===== config.mk =====
export PLATFORM = sky130hd
export DESIGN_NAME = mic4_pulse_seq
export DESIGN_NICKNAME = d
export VERILOG_FILES = /design/src/rtl/mic4_pulse_seq.sv
export SDC_FILE = /design/constraint.sdc
export NUM_CORES = 1
export LEC_CHECK = 0
export BUFFER_PORTS_ARGS = -buffer_cell sky130_fd_sc_hd__buf_2
export CORE_MARGIN = 3
export CORE_UTILIZATION = 57
export CTS_BUF_LIST = sky130_fd_sc_hd__clkbuf_16
export CTS_CLUSTER_DIAMETER = 80
export DETAILED_ROUTE_END_ITERATION = 10
export PLACE_DENSITY_LB_ADDON = 0.25
export SYNTH_ARGS = -nofsm -noshare
export SYNTH_HDL_FRONTEND = slang
export SYNTH_SLANG_ARGS = --single-unit
export TNS_END_PERCENT = 10

===== constraint.sdc =====
create_clock -name clk_in -period 3.1 [get_ports clk_in]
set_input_delay 0.62 -clock clk_in [delete_from_list [all_inputs] [get_ports clk_in]]
set_output_delay 0.62 -clock clk_in [all_outputs]
set_load 0.05 [all_outputs]

===== src/rtl/mic4_pulse_seq.sv =====
// Pulse sequencer: optional GRST pulse, then repeated A -> S -> D pulse trains separated by programmable gaps.
// Optional feature macro MIC4_SEQ_EXT_TRIG_EN adds trig_in and a W_TRIG state that gates every A pulse.
module mic4_pulse_seq #(
  parameter int DLY_WIDTH = 16,
  parameter int REP_WIDTH = 16
) (
  input  logic                 clk_in,
  input  logic                 rst_n,
  input  logic                 start,
  input  logic                 abort,
  input  logic                 grst_en,
  input  logic [DLY_WIDTH-1:0] dly_ga,
  input  logic [DLY_WIDTH-1:0] dly_as,
  input  logic [DLY_WIDTH-1:0] dly_sd,
  input  logic [DLY_WIDTH-1:0] dly_per,
  input  logic [REP_WIDTH-1:0] n_rep,
`ifdef MIC4_SEQ_EXT_TRIG_EN
  input  logic                 trig_in,
`endif
  output logic                 pulse_grst,
  output logic                 pulse_a,
  output logic                 pulse_s,
  output logic                 pulse_d,
  output logic                 busy,
  output logic                 done,
  output logic [REP_WIDTH-1:0] rep_cnt,
  output logic [3:0]           state_dbg
);

  // Handshake: start and abort are single-cycle strobes sampled on clk_in; start is
  // accepted only in IDLE with abort low, and busy rises the cycle after acceptance.
  typedef enum logic [3:0] {
    IDLE  = 4'd0,
    GRST  = 4'd1,
    W_GA  = 4'd2,
    APLS  = 4'd3,
    W_AS  = 4'd4,
    SPLS  = 4'd5,
    W_SD  = 4'd6,
    DPLS  = 4'd7,
    W_PER = 4'd8,
    FIN   = 4'd9
`ifdef MIC4_SEQ_EXT_TRIG_EN
    , W_TRIG = 4'd10
`endif
  } state_t;

  // Every path toward an A pulse goes through this entry point.
`ifdef MIC4_SEQ_EXT_TRIG_EN
  localparam state_t A_ENTRY = W_TRIG;
  localparam logic   A_PULSE = 1'b0;
`else
  localparam state_t A_ENTRY = APLS;
  localparam logic   A_PULSE = 1'b1;
`endif

  localparam logic [DLY_WIDTH-1:0] DLY_ONE = 1;
  localparam logic [REP_WIDTH-1:0] REP_ONE = 1;

  state_t               state;
  logic [DLY_WIDTH-1:0] cnt;
  logic [DLY_WIDTH-1:0] sh_ga;
  logic [DLY_WIDTH-1:0] sh_as;
  logic [DLY_WIDTH-1:0] sh_sd;
  logic [DLY_WIDTH-1:0] sh_per;
  logic [REP_WIDTH-1:0] sh_rep;
  logic                 more_reps;
`ifdef MIC4_SEQ_EXT_TRIG_EN
  logic                 trig_q;
`endif

  assign state_dbg = state;
  // rep_cnt already includes the D pulse of the current iteration when this is used.
  assign more_reps = (sh_rep == '0) || (rep_cnt < sh_rep);

  always_ff @(posedge clk_in or negedge rst_n) begin
    if (!rst_n) begin
      state      <= IDLE;
      cnt        <= '0;
      sh_ga      <= '0;
      sh_as      <= '0;
      sh_sd      <= '0;
      sh_per     <= '0;
      sh_rep     <= '0;
      rep_cnt    <= '0;
      pulse_grst <= 1'b0;
      pulse_a    <= 1'b0;
      pulse_s    <= 1'b0;
      pulse_d    <= 1'b0;
      busy       <= 1'b0;
      done       <= 1'b0;
`ifdef MIC4_SEQ_EXT_TRIG_EN
      trig_q     <= 1'b0;
`endif
    end else begin
      pulse_grst <= 1'b0;
      pulse_a    <= 1'b0;
      pulse_s    <= 1'b0;
      pulse_d    <= 1'b0;
      done       <= 1'b0;
`ifdef MIC4_SEQ_EXT_TRIG_EN
      trig_q     <= trig_in;
`endif
      if (abort && state != IDLE) begin
        state <= IDLE;
        busy  <= 1'b0;
      end else begin
        case (state)
          IDLE: begin
            // grst_en is consumed right here, so later changes cannot affect the run.
            if (start && !abort) begin
              sh_ga   <= dly_ga;
              sh_as   <= dly_as;
              sh_sd   <= dly_sd;
              sh_per  <= dly_per;
              sh_rep  <= n_rep;
              rep_cnt <= '0;
              busy    <= 1'b1;
              if (grst_en) begin
                state      <= GRST;
                pulse_grst <= 1'b1;
              end else begin
                state   <= A_ENTRY;
                pulse_a <= A_PULSE;
              end
            end
          end
          GRST: begin
            if (sh_ga == '0) begin
              state   <= A_ENTRY;
              pulse_a <= A_PULSE;
            end else begin
              state <= W_GA;
              cnt   <= sh_ga - DLY_ONE;
            end
          end
          W_GA: begin
            if (cnt == '0) begin
              state   <= A_ENTRY;
              pulse_a <= A_PULSE;
            end else begin
              cnt <= cnt - DLY_ONE;
            end
          end
`ifdef MIC4_SEQ_EXT_TRIG_EN
          W_TRIG: begin
            if (trig_in && !trig_q) begin
              state   <= APLS;
              pulse_a <= 1'b1;
            end
          end
`endif
          APLS: begin
            if (sh_as == '0) begin
              state   <= SPLS;
              pulse_s <= 1'b1;
            end else begin
              state <= W_AS;
              cnt   <= sh_as - DLY_ONE;
            end
          end
          W_AS: begin
            if (cnt == '0) begin
              state   <= SPLS;
              pulse_s <= 1'b1;
            end else begin
              cnt <= cnt - DLY_ONE;
            end
          end
          SPLS: begin
            if (sh_sd == '0) begin
              state   <= DPLS;
              pulse_d <= 1'b1;
              rep_cnt <= rep_cnt + REP_ONE;
            end else begin
              state <= W_SD;
              cnt   <= sh_sd - DLY_ONE;
            end
          end
          W_SD: begin
            if (cnt == '0) begin
              state   <= DPLS;
              pulse_d <= 1'b1;
              rep_cnt <= rep_cnt + REP_ONE;
            end else begin
              cnt <= cnt - DLY_ONE;
            end
          end
          DPLS: begin
            // The final iteration skips the period gap so done follows pulse_d directly.
            if (!more_reps) begin
              state <= FIN;
              done  <= 1'b1;
            end else if (sh_per == '0) begin
              state   <= A_ENTRY;
              pulse_a <= A_PULSE;
            end else begin
              state <= W_PER;
              cnt   <= sh_per - DLY_ONE;
            end
          end
          W_PER: begin
            if (cnt != '0) begin
              cnt <= cnt - DLY_ONE;
            end else if (more_reps) begin
              state   <= A_ENTRY;
              pulse_a <= A_PULSE;
            end else begin
              state <= FIN;
              done  <= 1'b1;
            end
          end
          FIN: begin
            state <= IDLE;
            busy  <= 1'b0;
          end
          default: begin
            state <= IDLE;
            busy  <= 1'b0;
          end
        endcase
      end
    end
  end

endmodule


=== Yosys cells after proc, flatten, opt, wreduce, memory -nomap -nowiden ===
Index checks and enable logic that the tools add are counted.

* Bits in read-only memories: 0
* Memories kept: 0
* RAM bits: 0
* Register bits: 122
* Logic and storage cells: 121
* Input bits: 85
* Output and inout port bits: 26
* Bits in latches: 0

* Add/subtract/negate cells: 6
* Multiplexer cells: 53
* Div/mod/pow operators: 0
* Shift operators: 0
* Eq/ne operators: 24
* Magnitude comparators: 1
* Multiply operators: 0
* Bitwise logic cells: 1
* Reduce and logical (&&, ||, !) cells: 22

{| class="wikitable"
|+ Operators with widths
! operator !! number
|-
| 16-bit two-way mux || 10
|-
| 16-bit zero test || 6
|-
| 16-bit case mux with 6 select lines || 1
|-
| 16-bit by 1-bit subtractor with 16-bit output (second input constant) || 5
|-
| 16-bit case mux with 3 select lines || 1
|-
| 4-bit two-way mux || 9
|-
| 4-bit case mux with 9 select lines || 1
|-
| 1-bit two-way mux || 25
|-
| 2-bit != test (second input constant) || 10
|-
| 16-bit by 1-bit adder with 16-bit output (second input constant) || 1
|-
| 4-bit by 3-bit == test with 1-bit output (second input constant) || 4
|-
| 16-bit less-than comparator || 1
|-
| 16-bit nonzero test || 1
|-
| 3-bit != test (second input constant) || 5
|-
| 5-bit AND reduction || 2
|-
| 9-bit AND reduction || 1
|-
| 4-bit by 2-bit == test with 1-bit output (second input constant) || 2
|-
| 1-bit case mux with 2 select lines || 4
|-
| 8-bit OR reduction || 1
|-
| 6-bit nonzero test || 1
|-
| 1-bit case mux with 5 select lines || 1
|-
| 4-bit by 1-bit == test with 1-bit output (second input constant) || 1
|-
| 4-bit == test (second input constant) || 1
|-
| 4-bit zero test || 1
|-
| other kinds (11) || 12
|}

=== Depth between registers and ports, before layout ===
Gate-level depths: netlist (run 1).

* Depth after elaboration: 6
* Depth in mapped cells: 14

=== Least setup slack after synthesis (run 1) ===
Ideal clock, no wire load.

* Path kind: register to register
* Start point: register state[2], in the netlist state_dbg[2]
* End point: register cnt[12]
* Arrival time: 2.963 ns
* Library setup time: 0.125 ns
* Cell stages (with the launch flop): 11
* Path slack: 0.013 ns
* Data required time: 2.975 ns
* Buffers on the path: 3
* Cell sequence: dfrtp_1 -> buf_6 -> or4b_4 -> buf_6 -> a221o_1 -> a222oi_1 -> and3_1 -> buf_4 -> nand4b_1 -> xnor2_1 -> mux2_2

* Cells in the longest elaborated chain, start to end: 4
* Elaborated cells between the ends (all ways): 22
* Classes of those cells: eq/ne (15); mux (1); bitwise (1); reduce/logical (5)

{| class="wikitable"
|+ RTL lines
! element !! RTL line !! text
|-
| start, declared || 60 || <nowiki>state_t state;</nowiki>
|-
| start signal, assigned || 78 || <nowiki>state <= IDLE;</nowiki>
|-
| start signal, assigned || 105 || <nowiki>state <= IDLE;</nowiki>
|-
| start signal, assigned || 120 || <nowiki>state <= GRST;</nowiki>
|-
| 4-bit by 3-bit == test with 1-bit output (tied with other cells) || 108 || <nowiki>case (state)</nowiki>
|-
| 3-bit OR reduction (no source line) / 1-bit logical AND (equally long branches) || - ||
|-
| 6-bit nonzero test (no source line) (tied with other cells) || - ||
|-
| 9-bit AND reduction (no source line) || - ||
|-
| end signal, assigned || 134 || <nowiki>cnt <= sh_ga - DLY_ONE;</nowiki>
|-
| end signal, assigned || 142 || <nowiki>cnt <= cnt - DLY_ONE;</nowiki>
|-
| end signal, assigned || 159 || <nowiki>cnt <= sh_as - DLY_ONE;</nowiki>
|-
| end, declared || 61 || <nowiki>logic [DLY_WIDTH-1:0] cnt;</nowiki>
|}

Parallel ways exist; a longest one is shown, timed or not.
A chain may end at the register's enable or synchronous reset.

=== Worst setup path in the final report (run 1) ===
* Start point: register state[1], in the netlist state_dbg[1]
* End point: register cnt[13]

The elaborated chain is that of the path after synthesis.

==> results.ini, run 1 <==
[global_routing]
use_met2_pct=50.9
track_usage_pct=32.1
grt_max_degree=70
grtUsageMet3_pct=6.87
grt_pass1_wl_mm=32.2
met1_usage_pct=43.6
busiest_layer=met2
antenna_found_initial=0
overflow=0
grt_pass1_vias=5975

[clock_tree]
clk_latency_ps=420
cts_tree=done
htreeDepth=4
root_buffer=clkbuf_16
post_cts_resize_count=0
postCtsSetupRepairBufs=0
cts_buffers=17
holdBufCountCts=0
clock_path_buffers=2
path_clk_slew_ps=60
cts_sinks=122

[final_layout]
layout_commonest_cell=dfrtp_1
area_growth_pct=22.5
fin_area_mm2=0.00817
drive_above_1_share_pct=34.5
diodes=0
layout_common_cells=dfrtp_1 (122), buf_2 (109), mux2_2 (81)
fin_nets=875
fin_util_pct=73.4

[sta]
fin_crit_ps=2910
maxSlewViolCount=0
skew_ps=5.77
finalHoldViolCount=0
grt_setup_unrepaired=no
fin_setup_tns_ps=0
setup_slack_ps=186
fmax_mhz=343
worstMarginPinSlew_ps=586
timing.final.crit_share_pct=94.0
setup_violations=0
maxSlewHeadroom_pct=60.5

[setup_path]
endpoint_kind=register
start_kind=register
worst-r2r-cell-count=9
worstReg2RegStart=state_dbg[1]
rrSetupSlack_ps=190
crit_slowest_cell=dfrtp_1
max_stage_delay_ps=450
cp_max_fo=21
cp.required_ps=3400
cp_cell_sequence=buf_4 -> mux2_2 -> a32oi_1 -> o21ai_0 -> o21bai_1 -> nor2_1 -> nand4_1 -> xnor2_1 -> mux2_2
cpMostUsedCell=mux2_2
worstPathArrival_ps=3220
critical_path_class=register to register
reg2reg_to=cnt[13]

[route]
num_vias=5859
vias_per_cell=6.33
wl_per_cell_um=21.6
first_pass_iters=6
route.antenna.remaining_nets=0
drt_iter0_markers=525
drcViolationCount=0
wirelength_mm=20.0

[power_and_ir_drop]
p_comb_share_pct=27.8
power.density_mw_per_mm2=796
swShare_pct=33.7
p_int_mw=4.31
p_switching_mw=2.19
power.total_mw=6.51
clockPowerShare_pct=32.1
power_frac_seq_pct=40.1
p_leak_nw=3.71
ir_drop_v=0.000638

[floorplan]
row_count=38
die_h_um=114
die_w_um=114
ioPinCount=111
core-area_mm2=0.0111
dieArea_mm2=0.0130
initial_utilization_pct=59.9

[placement]
post-dp-hpwl_mm=14.7
port_buffers=110
place_ws_ps=208
placed_cell_area_mm2=0.00754
gp_congestion=1.04

[worst_hold_path]
hold_path.class=input port to async pin

[yosys]
postSynthAreaPerCell_um2=10.4
yosys_warnings=0
syn_nets=746
ys_ff_latch=122
netlist_instances=644
synth_top_flop_cell=dfrtp_1
ys_seq_area_share_pct=45.8
synthArstFlopShare_pct=100
synth.distinct_cells=65
synth_area_mm2=0.00667
synth-edff-count=0

[job]
max_cap_violations=0

[run_status]
outcome=finished, final reports clean

[power groups by stage]
stage / registers (mW) / logic [mW] / clock network, mW
3_5_place_dp: 2.59 / 1.76 / 0
2_1_floorplan: 2.41 / 1.20 / 0
4_1_cts: 2.58 / 1.79 / 2.11
5_1_grt: 2.65 / 1.98 / 2.19
3_3_place_gp: 2.59 / 1.70 / 0
6_report: 2.61 / 1.81 / 2.09
[Yosys cell counts, drive strengths merged (3+ instances only)]
cell / number / area [um2]
a211oi: 3 / 27.5
a21boi: 5 / 37.5
a21o: 4 / 30.0
a21oi: 26 / 130
a221o: 4 / 40.0
a221oi: 6 / 52.6
a222oi: 3 / 30.0
a22o: 5 / 43.8
a22oi: 5 / 37.5
and2: 4 / 25.0
and3: 9 / 56.3
and4: 4 / 35.0
buf: 18 / 104
clkbuf: 20 / 75.1
dfrtp: 122 / 3050
ha: 17 / 213
inv: 27 / 101
mux2: 81 / 912
mux2i: 8 / 80.1
nand2: 41 / 154
nand3: 17 / 85.1
nand3b: 3 / 22.5
nand4: 13 / 81.3
nor2: 47 / 176
nor2b: 5 / 31.3
nor3: 7 / 45.0
nor3b: 7 / 62.6
nor4: 22 / 138
o21ai: 40 / 200
or3: 7 / 43.8
or4: 3 / 22.5
xnor2: 17 / 149
xor2: 11 / 96.3
[state kept, by name, summed over array words and instances (netlist names), 4 cells and up]
name,cells
sh_rep,16
sh_per,16
sh_sd,16
sh_as,16
sh_ga,16
rep_cnt,16
cnt,16
state_dbg,4
[how the worst max path moves through the flow]
stage / from / slack [ps] / endpoint
final: state_dbg[1] / 190 / cnt[13]
after global routing: state_dbg[1] / 20 / cnt[12]
after CTS: state_dbg[2] / 190 / cnt[13]
after detailed placement: state_dbg[2] / 210 / cnt[13]
after global placement: state_dbg[2] / 240 / cnt[12]
after floorplan: state_dbg[2] / 10 / cnt[12]
[cell type report]
type / instances / area, um2
clock buffers: 17 / 425
clock inverters: 15 / 199
fillers: 805 / 2960
inverters: 28 / 105
multi-input cells: 456 / 3340
flip-flops and latches: 122 / 3050
well taps: 140 / 175
repair buffers: 148 / 876
[routing by layer]
metal  wire (um)  share of wire (%)  vias up
met2        9470                 47      318
met4         589                2.9        0
met5           0                  0        -
met1        8270                 41     2884
li1            -                  -     2608
met3        1650                8.3       49
[kinds of logic after synthesis]
family	synth area share (%)
fa+ha+maj	3.34
flops	45.8
mux	14.9
simple gates	16.2
compound gates	11.9
buf+inv	4.26
xor+xnor	3.68
[metrics by stage]
step / cells / hold WS (ps)
6_report: 926 / 121
5_1_grt: 926 / 134
4_1_cts: 926 / 122
3_5_place_dp: 894 / 523
3_3_place_gp: 894 / 483
2_1_floorplan: 644 / 324
[worst max-delay path: cells and delay by family (launching register included)]
kind | cells | cell delay, ps
buffers and inverters | 1 | 300
XOR/XNOR | 1 | 150
AO/OA/AOI/OAI | 3 | 770
AND/OR/NAND/NOR | 2 | 470
flip-flops | 1 | 450
multiplexers | 2 | 640
(Power assumes the default switching activity.)
==> inputs of run 2 (changes only) <==
--- a/constraint.sdc
+++ b/constraint.sdc
@@ -3,2 +3,2 @@
 set_output_delay 0.62 -clock clk_in [all_outputs]
-set_load 0.05 [all_outputs]
+set_load 0.1 [all_outputs]
==> run 2 against run 1 <==
Clock power shrank 4%. First-iteration DRC count grew 45%. Cell count shrank 1.6%. Via count shrank 2.4%. Critical path depth is the same. Count of clock-buffer cells in the layout is the same. Core utilization shrank 0.69 points. Register-to-register slack lost 40 ps. Hold slack gained 93 ps. Non-clock buffer count shrank 15. Combinational power shrank 2%. Fmax shrank 1.3%. Highest routed layer unchanged.
==> results.ini, run 2 (synthesis results as in run 1) <==
[power_and_ir_drop]
power.density_mw_per_mm2=784
power_frac_seq_pct=40.5
p_switching_mw=2.11
clockPowerShare_pct=31.7
p_comb_share_pct=27.8
ir_drop_v=0.000609
p_leak_nw=3.63
p_int_mw=4.24
swShare_pct=33.2

[global_routing]
antenna_found_initial=0
track_usage_pct=30.0
grt_max_degree=64
grt_pass1_wl_mm=30.2
grt_pass1_vias=5647
overflow=0

[sta]
maxSlewHeadroom_pct=34.2
fin_crit_ps=2950
maxSlewViolCount=0
skew_ps=6.75
finalHoldViolCount=0
timing.final.crit_share_pct=95.3
setup_slack_ps=146
grt_setup_unrepaired=no
worstMarginPinSlew_ps=985
whs_ps=214
setup_violations=0
fmax_mhz=339
fin_setup_tns_ps=0

[final_layout]
layout_common_cells=dfrtp_1 (110), buf_2 (109), mux2_2 (81)
diodes=0
layout_commonest_cell=dfrtp_1
drive_above_1_share_pct=34.1
fin_nets=860
fin_area_mm2=0.00809
area_growth_pct=21.4

[clock_tree]
htreeDepth=4
post_cts_resize_count=0
cts_buffers=17
holdBufCountCts=0
clk_latency_ps=430
postCtsSetupRepairBufs=0
path_clk_slew_ps=60
cts_sinks=122
root_buffer=clkbuf_16
cts_tree=done
clock_path_buffers=2

[setup_path]
worstReg2RegStart=state_dbg[2]
cp_max_fo=32
start_kind=register
worstPathArrival_ps=3260
critical_path_class=register to register
endpoint_kind=register
reg2reg_to=cnt[9]
rrSetupSlack_ps=150
cp.required_ps=3410
worst-r2r-cell-count=9

[run_status]
outcome=finished, final reports clean

[job]
max_cap_violations=0

[route]
first_pass_iters=6
wirelength_mm=18.6
route.antenna.remaining_nets=0
num_vias=5719
vias_per_cell=6.28
drt_iter0_markers=761
drcViolationCount=0
wl_per_cell_um=20.4

[floorplan]
ioPinCount=111
row_count=38
initial_utilization_pct=59.9
die_w_um=114
dieArea_mm2=0.0130
die_h_um=114
core-area_mm2=0.0111

[placement]
gp_congestion=1.02
place_ws_ps=81.6
post-dp-hpwl_mm=13.5
port_buffers=110
placed_cell_area_mm2=0.00749

[worst_hold_path]
hold_path.class=input port to async pin

-- run 2: cell type report --
cell class | instances | area, um2
multi-input combinational | 456 | 3350
sequential | 122 | 3070
timing repair buffer | 133 | 801
fill | 800 | 3030
tap | 140 | 175
clock inverter | 15 | 168
clock buffer | 17 | 425
inverter | 28 | 105
-- run 2: how the worst max path moves through the flow --
stage	slack (ps)	to	depth (start not counted)	startpoint
floorplan	-8	cnt[12]	10	state_dbg[2]
global placement	130	cnt[12]	7	state_dbg[2]
detailed placement	80	cnt[10]	7	state_dbg[2]
CTS	40	cnt[9]	7	state_dbg[2]
global route	6	cnt[12]	11	state_dbg[2]
finish	150	cnt[9]	9	state_dbg[2]
-- run 2: power groups by stage --
stage / logic [mW] / clock network (mW) / registers, mW
after floorplan: 1.20 / 0 / 2.46
after global placement: 1.65 / 0 / 2.55
after detailed placement: 1.72 / 0 / 2.57
after CTS: 1.75 / 2.03 / 2.55
after global routing: 1.93 / 2.12 / 2.62
final: 1.77 / 2.01 / 2.57
-- run 2: layer usage --
layer | up-vias | track usage (%) | share of wire, %
met4 | 0 | 13.6 | 3.0
met2 | 328 | 46.7 | 48
li1 | 2585 | - | -
met3 | 53 | 7.35 | 8.1
met1 | 2753 | 39.9 | 41
met5 | - | 0 | 0
-- run 2: worst max-delay path: stages (launching register included) --
cell      delay, ps
dfrtp_4         510
buf_12          180
or2_0           320
and3_1          230
a211o_1         260
a222oi_1        440
and3_4          330
nand3b_1        120
xnor2_1         150
mux2_2          290
-- run 2: stage by stage --
| step | total power, mW | instances | util (%) |
|---|---|---|---|
| floorplan | 3.66 | 644 | - |
| finish | 6.34 | 911 | 72.8 |
| CTS | 6.33 | 911 | 72.6 |
| detailed placement | 4.29 | 879 | 67.3 |
| global placement | 4.20 | 879 | 67.3 |
| global route | 6.67 | 911 | 72.8 |
==> inputs of run 3 (changes only) <==
- CORE_UTILIZATION: 57 -> 30
- TNS_END_PERCENT: 10 -> unset
- clock period: 3.1 -> 2.7 ns (I/O delays scaled with it)
==> run 3 against run 2 <==
The flow now finishes with violations (negative setup slack). Combinational power increased by 34%. Non-clock buffer count increased by 60. Die area increased by 85%. Critical endpoint is now cnt[14]. Highest routed layer unchanged.
==> results.ini, run 3 (synthesis results as in run 1) <==
[clock_tree]
cts_buffers=17
cts_tree=done
holdBufCountCts=0
cts_sinks=122
htreeDepth=4
root_buffer=clkbuf_16
path_clk_slew_ps=60
clock_path_buffers=2
clk_latency_ps=420

[route]
drcViolationCount=0
drt_iter0_markers=345
route.antenna.remaining_nets=0
vias_per_cell=5.07
num_vias=5607
wl_per_cell_um=18.0
first_pass_iters=6
wirelength_mm=19.9

[global_routing]
grt_pass1_wl_mm=31.3
grt_pass1_vias=5630
use_met2_pct=25.5
met1_usage_pct=23.3
antenna_found_initial=0
overflow=0
track_usage_pct=16.6
busiest_layer=met2
grtUsageMet3_pct=3.37
grt_max_degree=63

[sta]
finalHoldViolCount=0
worstMarginPinSlew_ps=658
maxSlewHeadroom_pct=56.0
timing.final.crit_share_pct=103
maxSlewViolCount=0
grt_setup_unrepaired=yes
whs_ps=40.5
fmax_mhz=359
setup_slack_ps=-84.9
skew_ps=13.1
fin_crit_ps=2780
setup_violations=9

[setup_path]
critical_path_class=register to register
endpoint_kind=register
cp.required_ps=2990
cp_max_fo=8
start_kind=register
worstPathArrival_ps=3080
worst-r2r-cell-count=8

[placement]
post-dp-hpwl_mm=15.0
place_ws_ps=-126
port_buffers=110
gp_congestion=0.865

[floorplan]
dieArea_mm2=0.0241
initial_utilization_pct=31.1
core-area_mm2=0.0214
die_h_um=155
ioPinCount=111
row_count=53
die_w_um=155

[final_layout]
multi_input_area_mm2=0.00347
layout_commonest_cell=buf_2
fin_util_pct=41.1
fillers=2126
seq_area_mm2=0.00309
layout_common_cells=buf_2 (109), dfrtp_1 (104), mux2_2 (76), buf_4 (76), nor2_1 (46)
diodes=0
drive_above_1_share_pct=41.6
area_growth_pct=32.2
fin_nets=920

[run_status]
outcome=finished with violations
failed_checks=negative setup slack

[job]
max_cap_violations=0

[power_and_ir_drop]
ir_drop_v=0.000458
p_leak_nw=3.92
power.density_mw_per_mm2=852

[worst_hold_path]
hold_path.class=input port to async pin

run 3: changes by cell type in the layout (fill, tap and decap cells not counted), moves of 4 or more:
cell     change
buf_6        +4
mux2_4       +5
dfrtp_4      +4
dfrtp_1      -6
mux2_2       -5
buf_4       +58
run 3: what timing repair did:
action / in CTS / in global routing
gates resized for setup: 8 / 17
setup endpoints to repair: 10 / 22
pin swaps: 9 / 11
setup buffers: 8 / 5
run 3: layout make-up:
| cell class | instances | area share (%) |
|---|---|---|
| clock buffer | 17 | 4.83 |
| clock inverter | 15 | 1.56 |
| inverter | 28 | 1.19 |
| multi-input combinational | 456 | 39.4 |
| sequential | 122 | 35.0 |
| tap | 275 | 3.90 |
| timing repair buffer | 193 | 14.1 |
run 3: worst paths after layout:
kind	start	to	slack, ps
worst max-delay path	state_dbg[1]	cnt[14]	-80
worst min-delay path	rst_n	sh_rep[7]	40
worst max register to register	state_dbg[1]	cnt[14]	-80
worst min register to register	busy	busy	510
max in group asynchronous	rst_n	sh_per[14]	1880
min in group clk_in	n_rep[6]	sh_rep[6]	320
run 3: per-layer routing:
layer,share of wire (%),up-vias
li1,-,2704
met3,4.9,31
met2,46,167
met4,2.4,0
met5,0,-
met1,47,2705
run 3: power breakdown:
| part | leakage [nW] | internal [mW] | switching [mW] | total, mW |
|---|---|---|---|---|
| clock | 0.277 | 1.34 | 0.852 | 2.19 |
| sequential | 1.47 | 2.39 | 0.553 | 2.95 |
| combinational | 2.17 | 1.25 | 1.12 | 2.37 |
run 3: metrics by stage:
| step | setup TNS [ps] | instance area [um2] | power, mW | std cells |
|---|---|---|---|---|
| after floorplan | -3110 | 6760 | 4.24 | 644 |
| after global placement | -743 | 8050 | 5.14 | 1063 |
| after detailed placement | -791 | 8050 | 5.16 | 1063 |
| after CTS | -161 | 8700 | 7.50 | 1103 |
| after global routing | -2080 | 8810 | 7.94 | 1106 |
| final | -522 | 8810 | 7.51 | 1106 |
run 3: worst max-delay path: stages (launching register included):
cell      delay, ps
dfrtp_4         480
or4b_4          570
a221o_1         330
a222oi_1        390
and3_1          250
buf_6           140
nand4_1         100
xnor2_1         150
mux2_4          250
